**src/rtl/ws281x_pkg.sv**
```systemverilog
// Shared types and widths for the WS281x receive path.
// Latency: n/a (declarations only).
// Backpressure: n/a.
package ws281x_pkg;

  localparam int PIXEL_W = 24;
  localparam int HCNT_W  = 10;
  localparam int LCNT_W  = 16;
  localparam int BCNT_W  = 5;

  localparam logic [HCNT_W-1:0] HCNT_MAX = 10'h3FF;

  typedef enum logic [1:0] {
    S_SYNC = 2'd0,
    S_LOW  = 2'd1,
    S_HIGH = 2'd2
  } rx_state_e;

endpackage

```
**src/rtl/ws281x_rx_if.sv**
```systemverilog
// Pixel readout port of the WS281x receiver (FIFO head, pop, status).
// Latency: rx_data/rx_dval reflect the FIFO head combinationally from registered state.
// Backpressure: the consumer pops with rx_rd; a full FIFO makes the decoder drop pixels.
interface ws281x_rx_if;
  import ws281x_pkg::*;

  logic               rx_rd;
  logic [PIXEL_W-1:0] rx_data;
  logic               rx_dval;
  logic               rx_full;

  modport master (output rx_rd, input rx_data, input rx_dval, input rx_full);
  modport slave  (input rx_rd, output rx_data, output rx_dval, output rx_full);

endinterface

```
**src/rtl/ws281x_rx_sync_fifo.sv**
```systemverilog
// Generic single-clock FIFO, arbitrary depth, head word visible on rd_dat.
// Latency: a write is visible (empty=0) the cycle after it is accepted.
// Backpressure: writes while full are ignored (full sampled before a same-cycle pop).
module sync_fifo #(
  parameter int W = 24,
  parameter int D = 8
) (
  input  logic         clk,
  input  logic         rst_n,
  input  logic         wr_en,
  input  logic [W-1:0] wr_dat,
  input  logic         rd_en,
  output logic [W-1:0] rd_dat,
  output logic         full,
  output logic         empty
);

  localparam int AW = (D > 1) ? $clog2(D) : 1;
  localparam int CW = $clog2(D + 1);
  localparam logic [CW-1:0] FULL_CNT = CW'(D);
  localparam logic [AW-1:0] LAST_PTR = AW'(D - 1);

  logic [W-1:0]  mem_q [D];
  logic [AW-1:0] wr_ptr_q, wr_ptr_d;
  logic [AW-1:0] rd_ptr_q, rd_ptr_d;
  logic [CW-1:0] cnt_q, cnt_d;
  logic          wr_fire, rd_fire;

  assign full    = (cnt_q == FULL_CNT);
  assign empty   = (cnt_q == '0);
  assign wr_fire = wr_en && !full;
  assign rd_fire = rd_en && !empty;
  // Head word forced to zero when empty so the port never shows stale or unset storage.
  assign rd_dat  = empty ? '0 : mem_q[rd_ptr_q];

  // Pointer wrap and occupancy bookkeeping.
  always_comb begin
    wr_ptr_d = wr_ptr_q;
    rd_ptr_d = rd_ptr_q;
    cnt_d    = cnt_q;
    if (wr_fire) wr_ptr_d = (wr_ptr_q == LAST_PTR) ? '0 : wr_ptr_q + 1'b1;
    if (rd_fire) rd_ptr_d = (rd_ptr_q == LAST_PTR) ? '0 : rd_ptr_q + 1'b1;
    if (wr_fire && !rd_fire)      cnt_d = cnt_q + 1'b1;
    else if (!wr_fire && rd_fire) cnt_d = cnt_q - 1'b1;
  end

  // Control state registers.
  always_ff @(posedge clk or negedge rst_n) begin
    if (!rst_n) begin
      wr_ptr_q <= '0;
      rd_ptr_q <= '0;
      cnt_q    <= '0;
    end else begin
      wr_ptr_q <= wr_ptr_d;
      rd_ptr_q <= rd_ptr_d;
      cnt_q    <= cnt_d;
    end
  end

  // Storage array; no reset needed since reads of unwritten entries are masked.
  always_ff @(posedge clk) begin
    if (wr_fire) mem_q[wr_ptr_q] <= wr_dat;
  end

endmodule

```
**src/rtl/ws281x_rx.sv**
```systemverilog
// WS281x single-wire receiver: classifies high pulses by width, packs 24-bit GRB pixels into a FIFO.
// Latency: rx_din rise -> S_HIGH 3 cycles (+FLT_N with WS281X_RX_GLITCH_FILTER_EN); 24th bit -> rx_dval +1.
// Backpressure: none on the line; a pixel completing into a full FIFO is dropped and rx_ovf is set.
module ws281x_rx
  import ws281x_pkg::*;
#(
  parameter int FIFO_D = 8,
  parameter int FLT_N  = 3
) (
  input  logic               mclk,
  input  logic               h_reset_n,
  input  logic               cfg_enb,
  input  logic [LCNT_W-1:0]  cfg_reset_period,
  input  logic [HCNT_W-1:0]  cfg_bit_thresh,
  input  logic               rx_din,
  input  logic               rx_clr,
  output logic               rx_frame_done,
  output logic               rx_ovf,
  output logic               rx_err,
  ws281x_rx_if.slave         bus
);

  rx_state_e            state_q, state_d;
  logic [LCNT_W-1:0]    low_cnt_q, low_cnt_d;
  logic [HCNT_W-1:0]    high_cnt_q, high_cnt_d;
  logic [PIXEL_W-2:0]   shift_q, shift_d;
  logic [BCNT_W-1:0]    bit_cnt_q, bit_cnt_d;
  logic                 pix_seen_q, pix_seen_d;
  logic                 frame_done_q, frame_done_d;
  logic                 ovf_q, err_q;
  logic                 din_m_q, din_s_q, din_p_q;
  logic                 din_f;
  logic                 rise, fall;
  logic [LCNT_W-1:0]    rp, low_inc;
  logic                 low_reach, bit_val;
  logic                 wr_req, err_set, ovf_set;
  logic                 fifo_full, fifo_empty;
  logic [PIXEL_W-1:0]   wr_pix;

  // Two-flop synchroniser for the asynchronous line.
  always_ff @(posedge mclk or negedge h_reset_n) begin
    if (!h_reset_n) begin
      din_m_q <= 1'b0;
      din_s_q <= 1'b0;
    end else begin
      din_m_q <= rx_din;
      din_s_q <= din_m_q;
    end
  end

`ifdef WS281X_RX_GLITCH_FILTER_EN
  localparam int FCW = (FLT_N > 1) ? $clog2(FLT_N) : 1;
  logic           flt_q, flt_d;
  logic [FCW-1:0] fcnt_q, fcnt_d;

  // Output follows the line only after FLT_N consecutive samples disagree with it.
  always_comb begin
    flt_d  = flt_q;
    fcnt_d = '0;
    if (din_s_q != flt_q) begin
      if (fcnt_q == FCW'(FLT_N - 1)) flt_d = din_s_q;
      else                           fcnt_d = fcnt_q + 1'b1;
    end
  end

  // Filter state.
  always_ff @(posedge mclk or negedge h_reset_n) begin
    if (!h_reset_n) begin
      flt_q  <= 1'b0;
      fcnt_q <= '0;
    end else begin
      flt_q  <= flt_d;
      fcnt_q <= fcnt_d;
    end
  end

  assign din_f = flt_q;
`else
  // FLT_N has no effect without the filter.
  logic unused_flt_n;
  assign unused_flt_n = |FLT_N;
  assign din_f        = din_s_q;
`endif

  assign rise      = din_f && !din_p_q;
  assign fall      = !din_f && din_p_q;
  // A zero reset period would never be "reached"; treat it as one cycle.
  assign rp        = (cfg_reset_period == '0) ? LCNT_W'(1) : cfg_reset_period;
  assign low_inc   = (low_cnt_q == '1) ? low_cnt_q : low_cnt_q + 1'b1;
  // Fire only on the cycle the count arrives at the period, not while it stays there.
  assign low_reach = (low_inc == rp) && (low_cnt_q != rp);
  assign bit_val   = (high_cnt_q > cfg_bit_thresh);
  assign wr_pix    = {shift_q, bit_val};

  // Decoder next-state: frame sync, pulse measurement, bit assembly, FIFO write.
  always_comb begin
    state_d      = state_q;
    low_cnt_d    = low_cnt_q;
    high_cnt_d   = high_cnt_q;
    shift_d      = shift_q;
    bit_cnt_d    = bit_cnt_q;
    pix_seen_d   = pix_seen_q;
    frame_done_d = 1'b0;
    wr_req       = 1'b0;
    err_set      = 1'b0;
    ovf_set      = 1'b0;
    if (!cfg_enb) begin
      state_d    = S_SYNC;
      low_cnt_d  = '0;
      high_cnt_d = '0;
      shift_d    = '0;
      bit_cnt_d  = '0;
      pix_seen_d = 1'b0;
    end else begin
      unique case (state_q)
        S_SYNC: begin
          // Never decode from mid-frame: require a full reset-length low first.
          if (din_f) begin
            low_cnt_d = '0;
          end else begin
            low_cnt_d = low_inc;
            if (low_inc >= rp) state_d = S_LOW;
          end
        end
        S_LOW: begin
          if (rise) begin
            state_d    = S_HIGH;
            high_cnt_d = HCNT_W'(1);
            low_cnt_d  = '0;
          end else begin
            low_cnt_d = low_inc;
            if (low_reach) begin
              if (bit_cnt_q != '0) err_set = 1'b1;
              shift_d   = '0;
              bit_cnt_d = '0;
              if (pix_seen_q) frame_done_d = 1'b1;
              pix_seen_d = 1'b0;
            end
          end
        end
        S_HIGH: begin
          if (high_cnt_q == HCNT_MAX) begin
            // Stuck-high line: abandon the pixel and resynchronise.
            err_set    = 1'b1;
            shift_d    = '0;
            bit_cnt_d  = '0;
            high_cnt_d = '0;
            low_cnt_d  = '0;
            state_d    = S_SYNC;
          end else if (fall) begin
            low_cnt_d  = LCNT_W'(1);
            high_cnt_d = '0;
            state_d    = S_LOW;
            if (bit_cnt_q == BCNT_W'(PIXEL_W - 1)) begin
              wr_req     = 1'b1;
              ovf_set    = fifo_full;
              pix_seen_d = 1'b1;
              shift_d    = '0;
              bit_cnt_d  = '0;
            end else begin
              shift_d   = {shift_q[PIXEL_W-3:0], bit_val};
              bit_cnt_d = bit_cnt_q + 1'b1;
            end
          end else begin
            high_cnt_d = high_cnt_q + 1'b1;
          end
        end
        default: state_d = S_SYNC;
      endcase
    end
  end

  // Decoder state registers and sticky flags (clear beats a same-cycle set).
  always_ff @(posedge mclk or negedge h_reset_n) begin
    if (!h_reset_n) begin
      state_q      <= S_SYNC;
      low_cnt_q    <= '0;
      high_cnt_q   <= '0;
      shift_q      <= '0;
      bit_cnt_q    <= '0;
      pix_seen_q   <= 1'b0;
      frame_done_q <= 1'b0;
      ovf_q        <= 1'b0;
      err_q        <= 1'b0;
      din_p_q      <= 1'b0;
    end else begin
      state_q      <= state_d;
      low_cnt_q    <= low_cnt_d;
      high_cnt_q   <= high_cnt_d;
      shift_q      <= shift_d;
      bit_cnt_q    <= bit_cnt_d;
      pix_seen_q   <= pix_seen_d;
      frame_done_q <= frame_done_d;
      ovf_q        <= rx_clr ? 1'b0 : (ovf_q | ovf_set);
      err_q        <= rx_clr ? 1'b0 : (err_q | err_set);
      din_p_q      <= din_f;
    end
  end

  sync_fifo #(
    .W (PIXEL_W),
    .D (FIFO_D)
  ) u_fifo (
    .clk    (mclk),
    .rst_n  (h_reset_n),
    .wr_en  (wr_req),
    .wr_dat (wr_pix),
    .rd_en  (bus.rx_rd),
    .rd_dat (bus.rx_data),
    .full   (fifo_full),
    .empty  (fifo_empty)
  );

  assign bus.rx_full   = fifo_full;
  assign bus.rx_dval   = !fifo_empty;
  assign rx_frame_done = frame_done_q;
  assign rx_ovf        = ovf_q;
  assign rx_err        = err_q;

endmodule

```
**src/flat_wrapper.sv**
```systemverilog
// flat-port wrapper written by rule: the top's interface ports become plain ports
module ws281x_rx_flat import ws281x_pkg::*;
#(
  parameter int FIFO_D = 8,
  parameter int FLT_N  = 3
)
  (mclk, h_reset_n, cfg_enb, cfg_reset_period, cfg_bit_thresh, rx_din, rx_clr, rx_frame_done, rx_ovf, rx_err, bus_rx_rd, bus_rx_data, bus_rx_dval, bus_rx_full);
  ws281x_rx_if bus_i ();
  input  logic mclk;
  input  logic h_reset_n;
  input  logic cfg_enb;
  input  logic [LCNT_W-1:0] cfg_reset_period;
  input  logic [HCNT_W-1:0] cfg_bit_thresh;
  input  logic rx_din;
  input  logic rx_clr;
  output logic rx_frame_done;
  output logic rx_ovf;
  output logic rx_err;
  input wire logic [$bits(bus_i.rx_rd)-1:0] bus_rx_rd;
  output wire logic [$bits(bus_i.rx_data)-1:0] bus_rx_data;
  output wire logic [$bits(bus_i.rx_dval)-1:0] bus_rx_dval;
  output wire logic [$bits(bus_i.rx_full)-1:0] bus_rx_full;
  assign bus_i.rx_rd = bus_rx_rd;
  assign bus_rx_data = bus_i.rx_data;
  assign bus_rx_dval = bus_i.rx_dval;
  assign bus_rx_full = bus_i.rx_full;
  ws281x_rx #(.FIFO_D(FIFO_D), .FLT_N(FLT_N)) u_core (.mclk(mclk), .h_reset_n(h_reset_n), .cfg_enb(cfg_enb), .cfg_reset_period(cfg_reset_period), .cfg_bit_thresh(cfg_bit_thresh), .rx_din(rx_din), .rx_clr(rx_clr), .rx_frame_done(rx_frame_done), .rx_ovf(rx_ovf), .rx_err(rx_err), .bus(bus_i));
endmodule
```
**config.mk**
```make
export PLATFORM = sky130hd
export DESIGN_NAME = ws281x_rx_flat
export DESIGN_NICKNAME = d
export VERILOG_FILES = /design/src/rtl/ws281x_pkg.sv /design/src/rtl/ws281x_rx_if.sv /design/src/rtl/ws281x_rx_sync_fifo.sv /design/src/rtl/ws281x_rx.sv /design/src/flat_wrapper.sv
export SDC_FILE = /design/constraint.sdc
export NUM_CORES = 1
export LEC_CHECK = 0
export ABC_CLOCK_PERIOD_IN_PS = 11530
export BUFFER_PORTS_ARGS = -buffer_cell sky130_fd_sc_hd__buf_2
export CAP_MARGIN = 30
export CORE_MARGIN = 2
export CORE_UTILIZATION = 55
export CTS_CLUSTER_DIAMETER = 80
export DETAILED_ROUTE_END_ITERATION = 6
export MAX_ROUTING_LAYER = met4
export PLACE_DENSITY = 0.72
export SYNTH_ARGS = -nofsm -noshare
export SYNTH_HDL_FRONTEND = slang
export SYNTH_SLANG_ARGS = --single-unit
```
**constraint.sdc**
```tcl
create_clock -name mclk -period 11.53 [get_ports mclk]
set_input_delay 0.5765 -clock mclk [delete_from_list [all_inputs] [get_ports mclk]]
set_output_delay 0.5765 -clock mclk [all_outputs]
set_load 0.03 [all_outputs]
```
### Word level (Yosys, flattened, before mapping)

Memory sizes are Yosys's and may differ from the RTL's.
Cells that the tools add are included.
W data, S select, Z words.

* register bits: 73
* memory bits (writable): 192
* input port bits: 32
* logic and storage cells: 142
* memories: 1

* add/sub/neg operators: 7
* order comparisons: 2
* equality and inequality tests: 21
* muxes and demuxes: 71
* bitwise gates (word level): 2
* reductions and logical operators: 23

Memory list
* u_core.u_fifo.mem_q: depth 8, width 24, read ports 1, clocked after memory_dff 0, write ports 1, line ws281x_rx_sync_fifo.sv:23 `logic [W-1:0] mem_q [D];`

Operators by type and width (count)
* $mux W23: 6
* $mux W16: 7
* $pmux W16 S3: 1
* $pmux W23 S2: 1
* $mux W10: 4
* $mux W1: 30
* $mux W5: 6
* $mux W24: 1
* $pmux W10 S2: 1
* $add A16 B1 Y16 const B: 1
* $eq A16 B16 Y1: 1
* $eq A16 B16 Y1 const B: 1
* $ge A16 B16 Y1: 1
* $logic_not A16 Y1: 1
* $ne A16 B16 Y1: 1
* $ne A3 B2 Y1 const B: 5
* $mux W2: 6
* $add A10 B1 Y10 const B: 1
* $eq A10 B10 Y1 const B: 1
* $gt A10 B10 Y1: 1
* $pmux W5 S2: 1
* $ne A3 B3 Y1 const B: 3
* $mux W4: 2
* $reduce_and A4 Y1: 2
* 24 further kinds: 41

### Depth between registers and ports, before layout

Gate-level depths: netlist (run 1).

* word-level depth: 11
* gate-level depth with buffers: 15

### Hierarchy

From an unflattened synthesis (run 1), not the netlist that was laid out.

* cells, all modules: 851
* area, all modules: 12120.4 um^2

By module, submodules not included
* sync_fifo: instances 1, cells each 348, area an instance 7882.6 um^2, sequential area each 6015.8 um^2
* ws281x_rx: instances 1, cells each 503, area an instance 4237.8 um^2, sequential area each 1576.5 um^2

### Least setup slack after synthesis (run 1)

Ideal clock, no wire load.

* path type: flip-flop to flip-flop
* from: register u_core.high_cnt_q[0]
* to: memory u_core.u_fifo.mem_q[0][0] (enable)
* setup time: 0.435 ns
* data arrival time: 3.585 ns
* setup slack: 7.510 ns
* stages on the path, launching flop included: 10
* path buffers: 1
* cells stage by stage: dfrtp_1 ha_1 nand3_2 nor3_4 or2_2 clkbuf_1 or3_1 inv_1 nand2b_1 nor3_1

* word-level cells in the longest chain between the ends: 7

Ends and longest elaborated chain
* start: declaration: line ws281x_rx.sv:25 `logic [HCNT_W-1:0] high_cnt_q, high_cnt_d;`
* start signal: assignment: line ws281x_rx.sv:189 `high_cnt_q <= high_cnt_d;`
* $eq A10 B10 Y1: line ws281x_rx.sv:142 `if (high_cnt_q == HCNT_MAX) begin`
* $mux W1: line ws281x_rx.sv:142
* $mux W1: line ws281x_rx.sv:115 `unique case (state_q)`
* $mux W1: line ws281x_rx.sv:107 `if (!cfg_enb) begin`
* $logic_and A1 B1 Y1: line ws281x_rx_sync_fifo.sv:31 `assign wr_fire = wr_en && !full;`
* via u_core.u_fifo.wr_fire: line ws281x_rx_sync_fifo.sv:27 `logic wr_fire, rd_fire;`
* $mux W1: line ws281x_rx_sync_fifo.sv:62 `if (wr_fire) mem_q[wr_ptr_q] <= wr_dat;`
* $mux W1 (not written as such): line ws281x_rx_sync_fifo.sv:62
* end: declaration: line ws281x_rx_sync_fifo.sv:23

The timed path passes the listed nets, and every way through them passes these cells.

### Worst setup path after layout (run 1)

* from: register u_core.low_cnt_q[9]
* to: register u_core.shift_q[4]

* word-level cells in the longest chain between the ends: 6

Ends and longest elaborated chain
* start: declaration: line ws281x_rx.sv:24 `logic [LCNT_W-1:0] low_cnt_q, low_cnt_d;`
* start signal: assignment: line ws281x_rx.sv:188 `low_cnt_q <= low_cnt_d;`
* $add A16 B1 Y16 / $eq A16 B16 Y1 (equally long branches): line ws281x_rx.sv:89 `assign low_inc = (low_cnt_q == '1) ? low_cnt_q : low_cnt_q + 1'b1;`
* $mux W16: line ws281x_rx.sv:89
* $eq A16 B16 Y1: line ws281x_rx.sv:91 `assign low_reach = (low_inc == rp) && (low_cnt_q != rp);`
* $logic_and A1 B1 Y1 (*): line ws281x_rx.sv:91
* $ne A3 B2 Y1 (no source line) (*)
* $reduce_and A4 Y1 (no source line) (*)
* end signal: assignment: line ws281x_rx.sv:190 `shift_q <= shift_d;`
* end: declaration: line ws281x_rx.sv:26 `logic [PIXEL_W-2:0] shift_q, shift_d;`

Mark *: on every way between the ends. The rest lies on a longest branch, timed or not.
A chain may end at the register's enable or synchronous reset.

==> results_dict.tcl, run 1 <==
set metrics [dict create \
    status "complete, no violations" \
    switching_share 0.240 \
    r2r_end "u_core.shift_q[4]" \
    ys_types 62 \
    dp_cells 1201 \
    max_cap_violations 0 \
    grt_pass1_vias 7565 \
    synth.top_cell.area_share 0.468 \
    vdd_drop_max_v 0.000144 \
    layout_common_cells "edfxtp_1, dfrtp_1, nor2_1" \
    floorplan.rows 54 \
    grt_pass1_wl_um 40100 \
    initial_utilization 0.563 \
    place_hpwl_um 15700 \
    cts_buffers 27 \
    synth_fp_nets 956 \
    p_int_w 0.00160 \
    drc 0 \
    powerDensity_nw_per_um2 151 \
    synth_flop_cell "edfxtp_1" \
    cp.depth 12 \
    power.net_switching_w 0.000506 \
    fp.dieW_um 154 \
    ios 61 \
    cp_top_family "simple AND/OR/NAND/NOR gates" \
    synth_edf_count 192 \
    crit_arrival_ns 4.84 \
    cts_resized 0 \
    rsz0062_at_grt "no" \
    drive_gt1_frac 0.215 \
    final_common_cell "edfxtp_1" \
    endpoint "u_core.shift_q[4]" \
    fin_skew_ns 0.00804 \
    via_count 7263 \
    antenna_found_initial 0 \
    vias_per_cell 5.80 \
    slew-limit-headroom 0.329 \
    ys_ff_latch 265 \
    finalMaxSlewViolations 0 \
    area_growth_pct 13.1 \
    power_w 0.00211 \
    crit_type "flip-flop to flip-flop" \
    p_clk_frac 0.415 \
    synth.avg_cell_area_sq_um 14.0 \
    hold_viol 0 \
    grt_max_degree 49 \
    finalCriticalPeriod_ns 4.43 \
    clk_pin_slew_ns 0.06 \
    die_area_sq_um 23600 \
    portBuffers 60 \
    ant_nets 0 \
    routedWlPerCell_um 19.9 \
    synthArstFlopShare 0.275 \
    p_comb_frac 0.096 \
    r2r_cells 12 \
    cp-start-kind "flip-flop" \
    core_area_sq_um 21900 \
    synth_warnings 0 \
    worstPathRequired_ns 11.94 \
    worst_pin_slew_ns 1.01 \
    crit_fanout 19 \
    synthCells 881 \
    clock_sinks 265 \
    hp-class "input pin to flip-flop" \
    r2r-start "u_core.low_cnt_q[9]" \
    synth_seq_area_share 0.616 \
    routed_wl_um 24900 \
    r2r_slack_ns 7.10 \
    synth_area_leaders "edfxtp_1, dfrtp_1, mux4_2" \
    fmax_mhz 226 \
    leakage_nw 5.66 \
    htree_levels 1 \
    crit_buf_inv 1 \
    clock_tree.buffer_depth 3 \
    root_buffer "clkbuf_16" \
    post_cts_buffers 0 \
    min_path_cells 1 \
    tns_ns 0 \
    final_nets 1027 \
    slowest_delay_ns 0.61 \
    drtIter0Drc 413 \
    crit_path_start "u_core.low_cnt_q[9]" \
    period_share 0.384 \
    slowest_stage "o41ai_2" \
    clk_latency_ns 0.53 \
    cts_tree "built" \
    place_congestion 0.888 \
    antenna_cells 0 \
    crit_path_end_kind "flip-flop" \
    grt.total_usage 0.222 \
    seq_power_share 0.489 \
    cp_cell_sequence "and4_1, nand3_1, o41ai_2, nor2_1, xor2_1, ha_1, nand4_1, or4_4, or3_4, o21ai_4, buf_16, mux2_2" \
    synth_area_sq_um 12300 \
    gr-total-overflow 0 \
    setup_viol 0 \
    synth_top_area_cell "edfxtp_1" \
    die_y_um 154 \
    first_pass_iters 4 \
    final-instance-count-excl-fill 1253 \
]
[power groups by stage]
stage	clock [W]	sequential, W	combinational, W
4_1_cts	0.000894	0.00103	0.000196
3_3_place_gp	0	0.00105	0.000192
5_1_grt	0.000928	0.00103	0.000227
3_5_place_dp	0	0.00105	0.000194
2_1_floorplan	0	0.00105	0.000142
6_report	0.000876	0.00103	0.000203
[how the worst min path moves through the flow]
stage / slack (ns) / from / end
2_1_floorplan: 0.28 / h_reset_n / u_core.bit_cnt_q[0]
6_report: 0.15 / rx_din / u_core.din_m_q
3_3_place_gp: 0.33 / u_core.din_m_q / u_core.din_f
4_1_cts: 0.13 / rx_din / u_core.din_m_q
3_5_place_dp: 0.34 / u_core.din_m_q / u_core.din_f
5_1_grt: 0.13 / rx_din / u_core.din_m_q
[routing by layer]
metal,vias to the layer above,global-route usage,share of wire
met5,-,-,0
met3,34,0.0287,0.051
met1,3591,0.288,0.42
li1,3451,-,-
met4,0,0.0581,0.014
met2,187,0.374,0.51
[kinds of logic after synthesis]
family / count (synthesis) / share of synthesized area
AND/OR/NAND/NOR: 238 / 0.0933
AO/OA/AOI/OAI: 115 / 0.0605
buffers and inverters: 88 / 0.0292
adder cells (fa/ha/maj): 43 / 0.0443
multiplexers: 102 / 0.135
flip-flops: 265 / 0.616
XOR/XNOR: 30 / 0.0213
[cell usage after synthesis (3+ instances only)]
| master | instances |
|---|---|
| edfxtp_1 | 192 |
| nor2_1 | 74 |
| dfrtp_1 | 73 |
| nand2_1 | 62 |
| inv_1 | 52 |
| mux4_2 | 48 |
| ha_1 | 42 |
| mux2i_1 | 39 |
| o21ai_0 | 39 |
| clkbuf_1 | 24 |
| a21oi_1 | 23 |
| nor3_1 | 20 |
| xor2_1 | 20 |
| nand2b_1 | 17 |
| nand3_1 | 13 |
| nand4_1 | 12 |
| xnor2_1 | 10 |
| mux2_2 | 8 |
| nor4_1 | 8 |
| o31ai_1 | 8 |
| and3_1 | 7 |
| mux2_4 | 7 |
| a21o_1 | 5 |
| a22o_1 | 5 |
| a31oi_1 | 5 |
| buf_1 | 5 |
| buf_2 | 5 |
| o211ai_1 | 5 |
| o21a_1 | 5 |
| or3_1 | 4 |
| a41oi_1 | 3 |
| nor2b_1 | 3 |
| nor4b_1 | 3 |
| or2_2 | 3 |
[worst reg2reg max path: cells and delay by family, from the launching register on]
kind | cells | cell delay (ns)
fa+ha+maj | 1 | 0.29
flops | 1 | 0.50
buf+inv | 1 | 0.23
mux | 1 | 0.36
xor+xnor | 1 | 0.18
simple gates | 6 | 1.80
compound gates | 2 | 0.96
[timing repair]
action,4_1_cts,5_1_grt
setup endpoints to repair,0,0
hold buffers,1,0
endpoints found under the hold margin,26,0
[through the flow]
| step | hold slack, ns | setup WS (ns) | utilization | instance area, sq um |
|---|---|---|---|---|
| after CTS | 0.133 | 6.84 | 0.635 | 13900 |
| after global placement | 0.333 | 6.93 | 0.592 | 13000 |
| final | 0.154 | 7.10 | 0.637 | 13900 |
| after detailed placement | 0.341 | 6.88 | 0.594 | 13000 |
| after floorplan | 0.281 | 7.51 | - | 12300 |
| after global routing | 0.132 | 6.90 | 0.637 | 13900 |
[final cells by class]
class | count | area, sq um
clock buffers | 30 | 697
flip-flops and latches | 265 | 7600
well taps | 280 | 350
multi-input cells | 528 | 4410
inverters | 52 | 195
clock inverters | 20 | 210
fillers | 1634 | 7950
repair buffers | 78 | 480
[registers in the layout, indices dropped and copies added, names as in the netlist]
register and flops:
u_core.low_cnt_q 16, u_core.state_q 2, u_core.din_p_q 1, u_core.din_f 1, u_core.shift_q 23, u_core.u_fifo.cnt_q 4, u_core.rx_frame_done 1, u_core.rx_ovf 1
u_core.pix_seen_q 1, u_core.u_fifo.rd_ptr_q 3, u_core.bit_cnt_q 5, u_core.high_cnt_q 10, u_core.u_fifo.mem_q 192, u_core.din_m_q 1, u_core.rx_err 1, u_core.u_fifo.wr_ptr_q 3
Note: power is estimated with default switching activity, not from simulation.
==> run 2, diff against run 1 <==
ABC_CLOCK_PERIOD_IN_PS = 4070   (was 11530)
PLACE_DENSITY = 0.75   (was 0.72)
clock period = 4.07 ns   (was 11.53 ns; I/O delays follow)
==> run 2 against run 1 <==
  * Clock-buffer cell count increased by 8
  * Power increased to 2.9 times the previous value
  * Register-to-register slack got worse by 6.9 ns
  * First-iteration DRC count increased by 28%
  * Critical path depth unchanged
  * Clock skew increased by 0.010 ns
  * Worst hold slack got worse by 0.13 ns
  * Core utilization increased by 0.54 points
  * Non-clock buffer count increased by 11
  * Maximum frequency increased by 14%
  * Clock power increased to 2.9 times the previous value
  * Highest routed layer unchanged
==> results_dict.tcl, run 2 (synthesis results as in run 1) <==
set metrics [dict create \
    status "complete, no violations" \
    place_congestion 0.868 \
    first_pass_iters 4 \
    antenna_cells 0 \
    clk_latency_ns 0.54 \
    period_share 0.957 \
    grt.total_usage 0.224 \
    finalMaxSlewViolations 0 \
    rsz0062_at_grt "no" \
    clk_pin_slew_ns 0.06 \
    grt_max_degree 46 \
    min_path_cells 3 \
    floorplan.rows 54 \
    grt_pass1_vias 7426 \
    gr-total-overflow 0 \
    fillers 1636 \
    crit_arrival_ns 4.31 \
    hold_viol 0 \
    die_area_sq_um 23600 \
    initial_utilization 0.563 \
    ios 61 \
    worstPathRequired_ns 4.48 \
    drive_gt1_frac 0.222 \
    leakage_nw 5.65 \
    worst_pin_slew_ns 1.03 \
    area_growth_pct 14.1 \
    cp-start-kind "flip-flop" \
    power_w 0.00604 \
    reg.largest.list "u_core.u_fifo.mem_q (192), u_core.shift_q (23), u_core.low_cnt_q (16)" \
    vias_per_cell 5.85 \
    clock_tree.buffer_depth 3 \
    vdd_drop_max_v 0.000379 \
    slowest_stage "or4_4" \
    fmax_mhz 257 \
    htree_levels 1 \
    finalCriticalPeriod_ns 3.90 \
    grt_pass1_wl_um 40400 \
    max_cap_violations 0 \
    fp.dieW_um 154 \
    cp_cell_sequence "ha_1, nand4_1, nor2_1, or3_1, xnor2_1, ha_1, nand4_1, or4_4, or3_4, o21ai_4, buf_12, mux2_2" \
    slew-limit-headroom 0.310 \
    clock_sinks 265 \
    fin_area_sq_um 14100 \
    via_count 7399 \
    root_buffer "clkbuf_16" \
    r2r_cells 12 \
    cp_top_family "simple AND/OR/NAND/NOR gates" \
    dpl_cell_area_sq_um 13100 \
    crit_type "flip-flop to flip-flop" \
    portBuffers 60 \
    place_hpwl_um 15700 \
    post_cts_buffers 0 \
    cp.depth 12 \
    routed_wl_um 25400 \
    setup_viol 0 \
    final_nets 1038 \
    core_area_sq_um 21900 \
    drc 0 \
    cts_tree "built" \
    slowest_delay_ns 0.57 \
    tns_ns 0 \
    powerDensity_nw_per_um2 430 \
    cts_buffers 27 \
    ant_nets 0 \
    fin_skew_ns 0.0182 \
    final_common_cell "edfxtp_1" \
    crit_buf_inv 1 \
    layout_common_cells "edfxtp_1, dfrtp_1, nor2_1" \
    largest_reg_flops 192 \
    crit_fanout 24 \
    crit_path_end_kind "flip-flop" \
    antenna_found_initial 0 \
    routedWlPerCell_um 20.1 \
    hp-class "input pin to flip-flop" \
    drtIter0Drc 527 \
    top_register "u_core.u_fifo.mem_q" \
    die_y_um 154 \
]
[run 2: layer usage]
| layer | routed length, um | vias to the layer above | track usage |
|---|---|---|---|
| met2 | 12700 | 228 | 0.372 |
| met5 | 0 | - | - |
| met3 | 1320 | 51 | 0.0318 |
| met4 | 588 | 0 | 0.0599 |
| met1 | 10700 | 3650 | 0.293 |
| li1 | - | 3470 | - |
[run 2: stage by stage]
step | std cells | util | setup WS [ns] | hold WS (ns)
global route | 1264 | 0.642 | 0.00346 | 0.0392
detailed placement | 1210 | 0.597 | 0.135 | 0.255
finish | 1264 | 0.642 | 0.174 | 0.0198
CTS | 1263 | 0.641 | 0.111 | 0.0102
floorplan | 881 | - | 0.0501 | -0.0921
global placement | 1209 | 0.596 | 0.234 | 0.246
[run 2: final timing paths]
check / endpoint / slack (ns) / from
min in group asynchronous: u_core.low_cnt_q[10] / 0.22 / h_reset_n
hold reg to reg: u_core.din_f / 0.35 / u_core.din_m_q
hold / removal: u_core.state_q[1] / 0.02 / cfg_enb
setup / recovery: u_core.shift_q[4] / 0.17 / u_core.low_cnt_q[1]
max in group asynchronous: u_core.u_fifo.rd_ptr_q[1] / 2.97 / h_reset_n
setup reg to reg: u_core.shift_q[4] / 0.17 / u_core.low_cnt_q[1]
[run 2: cell type report]
type / instances / area, sq um / share of cell area
sequential: 265 / 7600 / 0.541
multi-input combinational: 528 / 4430 / 0.315
clock buffer: 38 / 747 / 0.0531
timing repair buffer: 89 / 558 / 0.0397
tap: 280 / 350 / 0.0249
inverter: 52 / 195 / 0.0139
clock inverter: 12 / 178 / 0.0126
[run 2: timing repair]
item	in CTS	in global routing
endpoints found under the setup margin	0	19
resized for setup	0	6
hold endpoints to repair	47	0
hold buffers	3	0
[run 2: worst min-delay path, stage by stage]
cell and delay [ns]:
buf_2 0.17, nand2_1 0.08, mux2i_1 0.06
[run 2: report_power, final]
part / switching (W) / leakage, nW / internal [W] / total (W)
sequential: 0.0000268 / 2.97 / 0.00289 / 0.00292
combinational: 0.000368 / 2.22 / 0.000211 / 0.000579
clock: 0.00100 / 0.454 / 0.00154 / 0.00254
total: 0.00140 / 5.65 / 0.00464 / 0.00604
